$ cat src/rtl/lcd_time_refresh_ctrl_pkg.sv
// rtl/lcd_time_refresh_ctrl_pkg.sv - shared states, LCD command constants and slot helpers
package lcd_time_refresh_ctrl_pkg;

    typedef enum logic [2:0] {
        ST_PWRUP,
        ST_INIT,
        ST_IDLE,
        ST_ADDR,
        ST_CHAR
    } state_t;

    localparam logic [7:0] CMD_FUNC_SET = 8'h38;
    localparam logic [7:0] CMD_DISP_ON  = 8'h0C;
    localparam logic [7:0] CMD_ENTRY    = 8'h06;
    localparam logic [7:0] CMD_CLEAR    = 8'h01;
    localparam logic [7:0] CHAR_COLON   = 8'h3A;

    localparam int INIT_LEN    = 4;
    localparam int FRAME_CHARS = 8;
    localparam int IDX_W       = 3;

    function automatic logic [7:0] init_cmd(input logic [IDX_W-1:0] idx);
        case (idx)
            3'd0:    init_cmd = CMD_FUNC_SET;
            3'd1:    init_cmd = CMD_DISP_ON;
            3'd2:    init_cmd = CMD_ENTRY;
            default: init_cmd = CMD_CLEAR;
        endcase
    endfunction

    // Character positions 2 and 5 of "HH:MM:SS" are separators, the rest are digits.
    function automatic logic is_colon(input logic [IDX_W-1:0] idx);
        is_colon = (idx == 3'd2) || (idx == 3'd5);
    endfunction

    function automatic logic [3:0] digit_sel(input logic [23:0] bcd, input logic [IDX_W-1:0] idx);
        case (idx)
            3'd0:    digit_sel = bcd[23:20];
            3'd1:    digit_sel = bcd[19:16];
            3'd3:    digit_sel = bcd[15:12];
            3'd4:    digit_sel = bcd[11:8];
            3'd6:    digit_sel = bcd[7:4];
            default: digit_sel = bcd[3:0];
        endcase
    endfunction

endpackage

$ cat src/rtl/bcd_to_ascii.sv
// rtl/bcd_to_ascii.sv - BCD digit to ASCII character, saturating at '9'
module bcd_to_ascii (
    input  logic [3:0] digit,
    output logic [7:0] ascii
);

    assign ascii = (digit > 4'd8) ? 8'h39 : {4'h3, digit};

endmodule

$ cat src/rtl/lcd_time_refresh_ctrl.sv
// rtl/lcd_time_refresh_ctrl.sv - HD44780 init sequencer and HH:MM:SS refresh engine
module lcd_time_refresh_ctrl
    import lcd_time_refresh_ctrl_pkg::*;
#(
    parameter int         PWRUP_CYC    = 750000,
    parameter int         SLOT_CYC     = 2500,
    parameter int         EN_CYC       = 25,
    parameter int         CLR_SLOT_CYC = 100000,
    parameter logic [7:0] LINE_ADDR    = 8'h80
) (
    input  logic        clk,
    input  logic        rst_n,
    input  logic        enable,
    input  logic [23:0] time_bcd,
    output logic        lcd_rs,
    output logic        lcd_rw,
    output logic        lcd_en,
    output logic [7:0]  lcd_data,
    output logic        init_done,
    output logic        frame_done
);

    localparam int MAX_CYC = (PWRUP_CYC > CLR_SLOT_CYC) ? PWRUP_CYC : CLR_SLOT_CYC;
    localparam int CW      = $clog2(MAX_CYC);

    localparam logic [CW-1:0]    PWRUP_LAST = CW'(PWRUP_CYC - 1);
    localparam logic [CW-1:0]    SLOT_LAST  = CW'(SLOT_CYC - 1);
    localparam logic [CW-1:0]    CLR_LAST   = CW'(CLR_SLOT_CYC - 1);
    localparam logic [CW-1:0]    EN_FIRST   = CW'(2);
    localparam logic [CW-1:0]    EN_LAST    = CW'(EN_CYC + 1);
    localparam logic [IDX_W-1:0] INIT_LAST  = IDX_W'(INIT_LEN - 1);
    localparam logic [IDX_W-1:0] CHAR_LAST  = IDX_W'(FRAME_CHARS - 1);

    state_t           state, state_nx;
    logic [CW-1:0]    cnt, cnt_nx, slot_last;
    logic [IDX_W-1:0] idx, idx_nx;
    logic [23:0]      snap;
    logic [3:0]       digit;
    logic [7:0]       digit_ascii, slot_data;
    logic             slot_rs, in_slot, in_slot_nx, slot_end;

    assign digit  = digit_sel(snap, idx);
    assign lcd_rw = 1'b0;

    bcd_to_ascii u_bcd_to_ascii (
        .digit (digit),
        .ascii (digit_ascii)
    );

    always_ff @(posedge clk or negedge rst_n) begin
        if (!rst_n) begin
            state <= ST_PWRUP;
            cnt   <= '0;
            idx   <= '0;
        end else begin
            state <= state_nx;
            cnt   <= cnt_nx;
            idx   <= idx_nx;
        end
    end

    always_comb begin
        state_nx  = state;
        cnt_nx    = cnt;
        idx_nx    = idx;
        slot_rs   = 1'b0;
        slot_data = LINE_ADDR;
        slot_last = (state == ST_INIT && idx == INIT_LAST) ? CLR_LAST : SLOT_LAST;
        in_slot   = (state == ST_INIT) || (state == ST_ADDR) || (state == ST_CHAR);
        slot_end  = (cnt == slot_last);

        if (state == ST_INIT) begin
            slot_data = init_cmd(idx);
        end else if (state == ST_CHAR) begin
            slot_rs   = 1'b1;
            slot_data = is_colon(idx) ? CHAR_COLON : digit_ascii;
        end

        if (in_slot) begin
            cnt_nx = slot_end ? '0 : cnt + 1'b1;
        end

        case (state)
            ST_PWRUP: begin
                if (cnt == PWRUP_LAST) begin
                    state_nx = ST_INIT;
                    cnt_nx   = '0;
                    idx_nx   = '0;
                end else begin
                    cnt_nx = cnt + 1'b1;
                end
            end
            ST_INIT: begin
                if (slot_end) begin
                    if (idx == INIT_LAST) state_nx = ST_IDLE;
                    else                  idx_nx   = idx + 1'b1;
                end
            end
            ST_IDLE: begin
                cnt_nx = '0;
                if (enable) state_nx = ST_ADDR;
            end
            ST_ADDR: begin
                if (slot_end) begin
                    state_nx = ST_CHAR;
                    idx_nx   = '0;
                end
            end
            ST_CHAR: begin
                if (slot_end) begin
                    if (idx == CHAR_LAST) state_nx = ST_IDLE;
                    else                  idx_nx   = idx + 1'b1;
                end
            end
            default: begin
                state_nx = ST_PWRUP;
                cnt_nx   = '0;
                idx_nx   = '0;
            end
        endcase

        in_slot_nx = (state_nx == ST_INIT) || (state_nx == ST_ADDR) || (state_nx == ST_CHAR);
    end

    // Strobes are decoded from the next-state values so they line up with cnt without a lag.
    always_ff @(posedge clk or negedge rst_n) begin
        if (!rst_n) begin
            lcd_rs     <= 1'b0;
            lcd_data   <= 8'h00;
            lcd_en     <= 1'b0;
            init_done  <= 1'b0;
            frame_done <= 1'b0;
            snap       <= '0;
        end else begin
            if (in_slot && cnt == '0) begin
                lcd_rs   <= slot_rs;
                lcd_data <= slot_data;
            end
            if (state == ST_ADDR && cnt == '0) begin
                snap <= time_bcd;
            end
            lcd_en     <= in_slot_nx && (cnt_nx >= EN_FIRST) && (cnt_nx <= EN_LAST);
            frame_done <= (state_nx == ST_CHAR) && (idx_nx == CHAR_LAST) && (cnt_nx == SLOT_LAST);
            if (state_nx == ST_IDLE) begin
                init_done <= 1'b1;
            end
        end
    end

endmodule

$ cat config.mk
export PLATFORM = sky130hd
export DESIGN_NAME = lcd_time_refresh_ctrl
export DESIGN_NICKNAME = d
export VERILOG_FILES = /design/src/rtl/lcd_time_refresh_ctrl_pkg.sv /design/src/rtl/bcd_to_ascii.sv /design/src/rtl/lcd_time_refresh_ctrl.sv
export SDC_FILE = /design/constraint.sdc
export NUM_CORES = 1
export LEC_CHECK = 0
export BUFFER_PORTS_ARGS = -buffer_cell sky130_fd_sc_hd__buf_2
export CAP_MARGIN = 20
export CORE_UTILIZATION = 59
export CTS_CLUSTER_DIAMETER = 50
export DETAILED_ROUTE_END_ITERATION = 10
export PLACE_DENSITY_LB_ADDON = 0.3
export SYNTH_ARGS = -nofsm -noshare
export SYNTH_HDL_FRONTEND = slang
export SYNTH_SLANG_ARGS = --single-unit
export TNS_END_PERCENT = 1
$ cat constraint.sdc
create_clock -name clk -period 3 [get_ports clk]
set_clock_uncertainty 0.2 [all_clocks]
set_input_delay 0.45 -clock clk [delete_from_list [all_inputs] [get_ports clk]]
set_output_delay 0.45 -clock clk [all_outputs]
set_load 0.01 [all_outputs]
==> impl_metrics.xml, run 1 <==
<?xml version="1.0" encoding="UTF-8"?>
<metrics>
  <group name="logic_synthesis">
    <metric name="syn_inst" unit="">364</metric>
    <metric name="syn-cell-area" unit="mm2">0.003587</metric>
    <metric name="synthFlopType" unit="">dfrtp_1</metric>
    <metric name="ys_async_sr_fraction" unit="%">100.0</metric>
    <metric name="synth-edff-count" unit="">0</metric>
    <metric name="post_synth_main_area_contributors" unit="">dfrtp_1, mux2_2, nor2_1</metric>
    <metric name="synth_top_cell_area_share" unit="%">41.86</metric>
    <metric name="yosysTopAreaCell" unit="">dfrtp_1</metric>
    <metric name="synth_sequential_area_ratio" unit="%">41.86</metric>
    <metric name="count_of_different_cell_masters_after_synthesis" unit="">66</metric>
    <metric name="synth_warnings" unit="">0</metric>
    <metric name="ys_seq_elements" unit="">60</metric>
    <metric name="synthesis.area_per_instance" unit="um2">9.855</metric>
  </group>
  <group name="detailed_routing">
    <metric name="detail-route-antenna-nets" unit="">0</metric>
    <metric name="drt_drc_violations_left" unit="">0</metric>
    <metric name="detailroute.via_count" unit="">3031</metric>
    <metric name="route.final.wire_length" unit="um">8408</metric>
    <metric name="post_drt_wl_per_cell" unit="um">17.34</metric>
    <metric name="detailedRoute.firstPassIterationCount" unit="">5</metric>
    <metric name="via_per_inst" unit="">6.249</metric>
    <metric name="drt_iter0_markers" unit="">290</metric>
  </group>
  <group name="final_layout">
    <metric name="n_antenna_cell" unit="">0</metric>
    <metric name="final_nets" unit="">438</metric>
    <metric name="final_layout_fill_cell_count" unit="">466</metric>
    <metric name="area_growth" unit="%">13.78</metric>
    <metric name="post_route_cells_drive_above_1_share" unit="%">27.56</metric>
  </group>
  <group name="setup_path">
    <metric name="timing.critical_path.from" unit="">cnt[0]</metric>
    <metric name="criticalPathCategory" unit="">flip-flop to flip-flop</metric>
    <metric name="cp-end-kind" unit="">flip-flop</metric>
    <metric name="critical_path_depth" unit="">8</metric>
    <metric name="timing.critical_path.max_delay_family" unit="">simple AND/OR/NAND/NOR gates</metric>
    <metric name="regToRegStartpoint" unit="">cnt[0]</metric>
    <metric name="critical_path.startpoint_type" unit="">flip-flop</metric>
    <metric name="worstPathMaxFanout" unit="">7</metric>
    <metric name="path_cells" unit="">ha_1 -&gt; nand3_1 -&gt; or4_1 -&gt; xnor2_1 -&gt; o21ai_0 -&gt; and3_1 -&gt; o2111ai_1 -&gt; nor3_1</metric>
    <metric name="max_stage_delay" unit="ps">650</metric>
    <metric name="worst-r2r-setup-slack" unit="ps">230</metric>
    <metric name="critical_path_buf_inv_count" unit="">0</metric>
    <metric name="required" unit="ps">3050</metric>
    <metric name="cpMaxStageDelayCell" unit="">or4_1</metric>
    <metric name="r2r_cells" unit="">8</metric>
    <metric name="crit-reg2reg-capture" unit="">lcd_en</metric>
    <metric name="worst_ep_arrival_time" unit="ps">2820</metric>
    <metric name="critPathCapture" unit="">lcd_en</metric>
  </group>
  <group name="clock_tree">
    <metric name="cts.reportedPaths.clkPinSlew" unit="ps">70</metric>
    <metric name="post_cts_buffers" unit="">0</metric>
    <metric name="cts_max_path_buffers" unit="">2</metric>
    <metric name="clock_tree_from_tritoncts" unit="">built</metric>
    <metric name="cts_inserted_buffers" unit="">9</metric>
    <metric name="clock-sinks" unit="">60</metric>
    <metric name="insertion_delay" unit="ps">350</metric>
    <metric name="htree_levels" unit="">3</metric>
    <metric name="clock-root-buffer" unit="">clkbuf_8</metric>
  </group>
  <group name="floorplanning">
    <metric name="placeableCoreArea" unit="mm2">0.005886</metric>
    <metric name="fp-row-count" unit="">28</metric>
    <metric name="initial_cell_density_of_the_core" unit="%">60.95</metric>
    <metric name="floorplan.die.height" unit="um">79.98</metric>
    <metric name="ios" unit="">40</metric>
    <metric name="die_area" unit="mm2">0.006396</metric>
    <metric name="dieWidth" unit="um">79.98</metric>
  </group>
  <group name="job">
    <metric name="drv.max_cap_violation_count" unit="">0</metric>
  </group>
  <group name="sta">
    <metric name="max_slew_margin" unit="%">56.61</metric>
    <metric name="tns" unit="ps">0</metric>
    <metric name="rsz0062_at_grt" unit="">no</metric>
    <metric name="final.hold.worst_slack" unit="ps">122.5</metric>
    <metric name="max_slew.worst_pin.slew" unit="ps">650.9</metric>
    <metric name="finalHoldViolCount" unit="">0</metric>
    <metric name="achievable-frequency" unit="GHz">0.3608</metric>
    <metric name="final_setup_violating_endpoints" unit="">0</metric>
    <metric name="final-max-slew-violation-count" unit="">0</metric>
    <metric name="period_share" unit="%">92.40</metric>
    <metric name="timing.final.ws_setup" unit="ps">228.1</metric>
    <metric name="finalWorstPathRequiredPeriod" unit="ps">2772</metric>
  </group>
  <group name="run_status">
    <metric name="result_of_the_run" unit="">finished clean</metric>
  </group>
  <group name="pwr">
    <metric name="ir_drop" unit="V">0.0003698</metric>
    <metric name="pwr_density_cell" unit="mW/mm2">387.8</metric>
    <metric name="p_leak" unit="nW">1.909</metric>
    <metric name="finalPower" unit="W">0.001583</metric>
  </group>
  <group name="global_route">
    <metric name="grt_start_max_net_pins" unit="">29</metric>
    <metric name="grt_pass1_wl" unit="um">13670</metric>
    <metric name="first_global_vias" unit="">2771</metric>
    <metric name="combined_global_route_utilization_of_all_metal_layers" unit="%">28.22</metric>
    <metric name="global_route.overflow_total" unit="">0</metric>
    <metric name="antenna_found_initial" unit="">0</metric>
  </group>
  <group name="place">
    <metric name="post-dp-hpwl" unit="um">6162</metric>
    <metric name="post-place-ws" unit="ps">231.9</metric>
    <metric name="portBuffers" unit="">37</metric>
    <metric name="last_weighted_congestion_value_of_the_routability_driven_placer" unit="">0.9376</metric>
  </group>
  <group name="hold_path">
    <metric name="hp-class" unit="">input pin to flip-flop</metric>
  </group>
</metrics>
==> registers in the layout, summed over array words and instances, names as in the netlist <==
name / flops
snap: 24
cnt: 20
lcd_data: 6
idx: 3
state: 3
frame_done: 1
init_done: 1
lcd_en: 1
lcd_rs: 1
==> worst register-to-register path: stages, from the launching register on <==
cell	delay (ps)
dfrtp_1	460
ha_1	200
nand3_1	210
or4_1	650
xnor2_1	150
o21ai_0	160
and3_1	200
o2111ai_1	150
nor3_1	300
==> synth_stat cells (all sizes together) (5+ instances only) <==
cell / n
a21oi: 18
a22oi: 6
buf: 18
clkbuf: 10
dfrtp: 60
ha: 6
inv: 10
mux2: 25
nand2: 28
nand3: 14
nand4: 7
nor2: 29
nor3: 12
nor4: 8
o21a: 5
o21ai: 18
xnor2: 9
xor2: 10
==> power by group <==
| group | internal, W | switching [W] | leakage, nW |
|---|---|---|---|
| Sequential | 0.000808 | 0 | 0.809 |
| Clock | 0.000387 | 0.000352 | 0.104 |
| Combinational | 0.0000144 | 0.0000209 | 0.997 |
==> how the worst min path moves through the flow <==
stage                 to          from  slack, ps  cells after the start
2_1_floorplan     cnt[0]         rst_n        -50                      0
3_3_place_gp   init_done     init_done        240                      1
3_5_place_dp   init_done     init_done        240                      1
4_1_cts         snap[13]  time_bcd[13]        120                      2
5_1_grt         snap[23]  time_bcd[23]        120                      2
6_report        snap[16]  time_bcd[16]        120                      2
==> what timing repair did <==
| item | CTS | global route |
|---|---|---|
| endpoints found under the hold margin | 26 | 0 |
| hold buffers | 1 | 0 |
| setup endpoints to repair | 0 | 1 |
| gates resized for setup | 0 | 2 |
==> final cells by class <==
type / instances / area (um2) / area share, %
Clock buffer: 9 / 123.9 / 3.035
Clock inverter: 7 / 75.07 / 1.839
Inverter: 10 / 37.54 / 0.9197
Sequential cell: 60 / 1501 / 36.79
Timing Repair Buffer: 57 / 350.3 / 8.584
Tap cell: 75 / 93.84 / 2.299
Multi-Input combinational cell: 267 / 1899 / 46.54
==> placed cells by master (no fill, tap or decap), drive strengths merged, types with 3 or more instances in the layout <==
master	n
and2	3
xor2	10
inv	11
o31ai	3
clkbuf	9
nor4b	4
mux2	25
nor4	8
nor2b	4
mux2i	4
nor2	29
and4	4
and3	4
a22oi	6
o21a	5
buf	56
or4	3
nor3	12
or3	4
nand4b	3
xnor2	9
nand2	28
a21oi	18
dfrtp	60
o21ai	18
ha	6
clkinv	5
nand3	14
nand4	7
a221oi	3
a21o	3
==> metrics by stage <==
| step | instances | instance area [um2] | util (%) |
|---|---|---|---|
| floorplan | 365 | 3591 | - |
| global placement | 468 | 3861 | 65.60 |
| detailed placement | 468 | 3861 | 65.60 |
| CTS | 485 | 4070 | 69.15 |
| global route | 485 | 4081 | 69.35 |
| finish | 485 | 4081 | 69.35 |
==> routing by layer <==
metal | global-route usage [%] | vias to the layer above | wire, um
li1 | - | 1407 | -
met1 | 39.82 | 1465 | 3815
met2 | 43.25 | 136 | 3904
met3 | 4.800 | 23 | 537
met4 | 10.54 | 0 | 150
met5 | 0 | - | 0
==> logic make-up (layout without fill, tap and decap cells) <==
| logic type | Yosys count | count (layout) | share of synthesized area [%] |
|---|---|---|---|
| xor+xnor | 19 | 19 | 4.639 |
| mux | 29 | 29 | 8.964 |
| fa+ha+maj | 6 | 6 | 2.093 |
| buf+inv | 38 | 83 | 5.615 |
| flops | 60 | 60 | 41.86 |
| other cells | 1 | 2 | 0.1045 |
| simple gates | 134 | 134 | 21.49 |
| compound gates | 77 | 77 | 15.24 |
Power figures use the tool's default switching activity.
==> inputs of run 2 (changes only) <==
--- a/config.mk
+++ b/config.mk
@@ -5,12 +5,14 @@
 export SDC_FILE = /design/constraint.sdc
 export NUM_CORES = 1
 export LEC_CHECK = 0
+export ABC_AREA = 1
 export BUFFER_PORTS_ARGS = -buffer_cell sky130_fd_sc_hd__buf_2
 export CAP_MARGIN = 20
 export CORE_UTILIZATION = 59
 export CTS_CLUSTER_DIAMETER = 50
 export DETAILED_ROUTE_END_ITERATION = 10
 export PLACE_DENSITY_LB_ADDON = 0.3
+export REMOVE_ABC_BUFFERS = 1
 export SYNTH_ARGS = -nofsm -noshare
 export SYNTH_HDL_FRONTEND = slang
 export SYNTH_SLANG_ARGS = --single-unit
==> run 2 against run 1 <==
Against the previous run:
- first-iteration DRC count up 28%
- combinational power up 58%
- die area is 6.3% higher
- total power grew 4.8%
- via count up 18%
- global-route usage up 3.4 points
- final cell count is 31% higher
- clock power rose by 3.9%
- count of clock-buffer cells in the layout is 2 higher
- critical path type unchanged
- largest power group unchanged
- highest routed layer unchanged
==> impl_metrics.xml, run 2 <==
<?xml version="1.0" encoding="UTF-8"?>
<metrics>
  <group name="floorplanning">
    <metric name="initial_cell_density_of_the_core" unit="%">62.68</metric>
    <metric name="floorplan.die.height" unit="um">82.48</metric>
    <metric name="ios" unit="">40</metric>
    <metric name="die_area" unit="mm2">0.006802</metric>
    <metric name="fp-row-count" unit="">28</metric>
    <metric name="placeableCoreArea" unit="mm2">0.006096</metric>
    <metric name="dieWidth" unit="um">82.48</metric>
  </group>
  <group name="logic_synthesis">
    <metric name="synthMostInstantiatedCell" unit="">nand2_1</metric>
    <metric name="count_of_different_cell_masters_after_synthesis" unit="">38</metric>
    <metric name="yosysTopAreaCell" unit="">dfrtp_1</metric>
    <metric name="synth_commonest_cells" unit="">nand2_1, inv_1, nor2_1, dfrtp_1, nand3_1</metric>
    <metric name="syn-cell-area" unit="mm2">0.003821</metric>
    <metric name="synth_sequential_area_ratio" unit="%">39.29</metric>
    <metric name="ys_seq_elements" unit="">60</metric>
    <metric name="post_synth_main_area_contributors" unit="">dfrtp_1, nand2_1, inv_1</metric>
    <metric name="synth_warnings" unit="">0</metric>
    <metric name="synth_top_cell_area_share" unit="%">39.29</metric>
    <metric name="synthFlopType" unit="">dfrtp_1</metric>
    <metric name="ys_async_sr_fraction" unit="%">100.0</metric>
    <metric name="synthesis.area_per_instance" unit="um2">7.478</metric>
    <metric name="syn_inst" unit="">511</metric>
    <metric name="synth-edff-count" unit="">0</metric>
  </group>
  <group name="setup_path">
    <metric name="max_stage_delay" unit="ps">430</metric>
    <metric name="critical_path.startpoint_type" unit="">flip-flop</metric>
    <metric name="timing.critical_path.max_delay_family" unit="">simple AND/OR/NAND/NOR gates</metric>
    <metric name="worstPathMaxFanout" unit="">25</metric>
    <metric name="criticalPathCategory" unit="">flip-flop to flip-flop</metric>
    <metric name="required" unit="ps">3020</metric>
    <metric name="cpMaxStageDelayCell" unit="">dfrtp_1</metric>
    <metric name="worst_ep_arrival_time" unit="ps">2550</metric>
    <metric name="critical_path_buf_inv_count" unit="">1</metric>
    <metric name="path_cells" unit="">inv_1 -&gt; nand4_1 -&gt; nor4_1 -&gt; nand2_1 -&gt; nor3_2 -&gt; nand2_2 -&gt; mux2_2</metric>
    <metric name="cp-end-kind" unit="">flip-flop</metric>
  </group>
  <group name="job">
    <metric name="drv.max_cap_violation_count" unit="">0</metric>
  </group>
  <group name="sta">
    <metric name="period_share" unit="%">84.34</metric>
    <metric name="finalWorstPathRequiredPeriod" unit="ps">2530</metric>
    <metric name="achievable-frequency" unit="GHz">0.3952</metric>
    <metric name="final_setup_violating_endpoints" unit="">0</metric>
    <metric name="rsz0062_at_grt" unit="">no</metric>
    <metric name="max_slew_margin" unit="%">50.58</metric>
    <metric name="final-max-slew-violation-count" unit="">0</metric>
    <metric name="finalHoldViolCount" unit="">0</metric>
    <metric name="max_slew.worst_pin.slew" unit="ps">741.3</metric>
    <metric name="tns" unit="ps">0</metric>
  </group>
  <group name="place">
    <metric name="portBuffers" unit="">37</metric>
    <metric name="post_dp_cell_area" unit="mm2">0.004059</metric>
    <metric name="post-dp-hpwl" unit="um">7286</metric>
    <metric name="dp_cells" unit="">618</metric>
    <metric name="last_weighted_congestion_value_of_the_routability_driven_placer" unit="">0.9736</metric>
  </group>
  <group name="run_status">
    <metric name="result_of_the_run" unit="">finished clean</metric>
  </group>
  <group name="clock_tree">
    <metric name="htree_levels" unit="">3</metric>
    <metric name="cts_inserted_buffers" unit="">9</metric>
    <metric name="cts.reportedPaths.clkPinSlew" unit="ps">80</metric>
    <metric name="clock-sinks" unit="">60</metric>
    <metric name="post_cts_buffers" unit="">0</metric>
    <metric name="clock_tree_from_tritoncts" unit="">built</metric>
    <metric name="cts_max_path_buffers" unit="">2</metric>
    <metric name="clock-root-buffer" unit="">clkbuf_8</metric>
    <metric name="insertion_delay" unit="ps">350</metric>
    <metric name="postCtsResizedCells" unit="">0</metric>
    <metric name="cts_hold_buf" unit="">0</metric>
  </group>
  <group name="final_layout">
    <metric name="highest_count_cells_in_the_layout_ignoring_fill_and_taps" unit="">nand2_1, inv_1, nor2_1</metric>
    <metric name="final_common_cell" unit="">nand2_1</metric>
    <metric name="max_flop_register" unit="">snap</metric>
    <metric name="post_route_cells_drive_above_1_share" unit="%">19.32</metric>
    <metric name="finalNonFillerCells" unit="">634</metric>
    <metric name="final_nets" unit="">587</metric>
    <metric name="largest_registers" unit="">snap x24, cnt x20, lcd_data x6</metric>
    <metric name="area_growth" unit="%">11.72</metric>
    <metric name="final_layout_fill_cell_count" unit="">507</metric>
    <metric name="combined_area_of_the_multi_input_logic_cells" unit="mm2">0.001966</metric>
    <metric name="n_antenna_cell" unit="">0</metric>
    <metric name="largest_reg_flops" unit="">24</metric>
    <metric name="register_area" unit="mm2">0.001501</metric>
    <metric name="stdcell_area" unit="mm2">0.004269</metric>
  </group>
  <group name="detailed_routing">
    <metric name="route.final.wire_length" unit="um">9658</metric>
    <metric name="post_drt_wl_per_cell" unit="um">15.23</metric>
    <metric name="detail-route-antenna-nets" unit="">0</metric>
    <metric name="via_per_inst" unit="">5.642</metric>
    <metric name="drt_iter0_markers" unit="">372</metric>
    <metric name="detailedRoute.firstPassIterationCount" unit="">5</metric>
    <metric name="drt_drc_violations_left" unit="">0</metric>
    <metric name="detailroute.via_count" unit="">3577</metric>
  </group>
  <group name="pwr">
    <metric name="finalPower" unit="W">0.001658</metric>
    <metric name="p_leak" unit="nW">2.226</metric>
    <metric name="pwr_density_cell" unit="mW/mm2">388.5</metric>
    <metric name="ir_drop" unit="V">0.0003469</metric>
  </group>
  <group name="global_route">
    <metric name="combined_global_route_utilization_of_all_metal_layers" unit="%">31.61</metric>
    <metric name="grt_pass1_wl" unit="um">15590</metric>
    <metric name="first_global_vias" unit="">3244</metric>
    <metric name="antenna_found_initial" unit="">0</metric>
    <metric name="grt_start_max_net_pins" unit="">61</metric>
    <metric name="global_route.overflow_total" unit="">0</metric>
  </group>
  <group name="hold_path">
    <metric name="hp-class" unit="">input pin to async pin</metric>
  </group>
</metrics>
## run 2: cell count changes after synthesis, moves of 7 or more
cell | before | now
nor2_1 | 29 | 72
clkbuf_1 | 9 | 0
nand2_1 | 28 | 118
nand2_2 | 0 | 9
nand3_1 | 14 | 36
a31oi_1 | 1 | 8
xnor2_1 | 9 | 1
inv_1 | 10 | 73
a21oi_1 | 17 | 7
## run 2: cell families after synthesis
| kind of cell | after synthesis | synth area share [%] |
|---|---|---|
| flip-flops | 60 | 39.29 |
| adder cells (fa/ha/maj) | 6 | 1.965 |
| buffers and inverters | 86 | 9.364 |
| AO/OA/AOI/OAI | 48 | 7.597 |
| XOR/XNOR | 6 | 1.375 |
| other | 1 | 0.09814 |
| AND/OR/NAND/NOR | 280 | 33.23 |
| multiplexers | 24 | 7.073 |
## run 2: per-layer routing
| metal | GRT usage [%] | routed length [um] |
|---|---|---|
| met3 | 5.934 | 758 |
| met5 | 0 | 0 |
| met1 | 46.10 | 4521 |
| met4 | 11.40 | 157 |
| met2 | 46.36 | 4221 |
## run 2: layout make-up
| class | count | area share (%) |
|---|---|---|
| Timing Repair Buffer | 39 | 4.689 |
| Multi-Input combinational cell | 366 | 46.04 |
| Inverter | 78 | 6.975 |
| Clock inverter | 5 | 1.377 |
| Sequential cell | 60 | 35.17 |
| Tap cell | 75 | 2.198 |
| Clock buffer | 11 | 3.546 |
## run 2: worst register-to-register path, cell delays in order, from the launching register on
cell and delay [ps]:
dfrtp_1 430, inv_1 190, nand4_1 140, nor4_1 210
nand2_1 100, nor3_2 260, nand2_2 430, mux2_2 430
## run 2: per-stage QoR
step	util (%)	hold WS (ps)	setup slack, ps
after floorplan	-	-45.59	713.8
after global placement	66.58	250.2	538.9
after detailed placement	66.58	254.0	519.2
after CTS	70.03	82.56	510.5
after global routing	70.03	126.4	241.9
final	70.03	37.26	469.9
## run 2: final timing paths
check	depth (start not counted)	slack (ps)	endpoint	startpoint
worst max-delay path	7	470	snap[13]	cnt[15]
worst min-delay path	2	40	cnt[12]	rst_n
worst max register to register	7	470	snap[13]	cnt[15]
worst min register to register	2	260	lcd_data[7]	lcd_data[7]
max in group asynchronous	2	2050	snap[18]	rst_n
min in group clk	2	130	snap[5]	time_bcd[5]
## run 2: where the power goes
group,total [W],internal [W],leakage (nW),switching (W)
Clock,0.000768,0.000430,0.102,0.000338
Sequential,0.000835,0.000825,0.753,0.00000933
Combinational,0.0000556,0.0000269,1.37,0.0000287
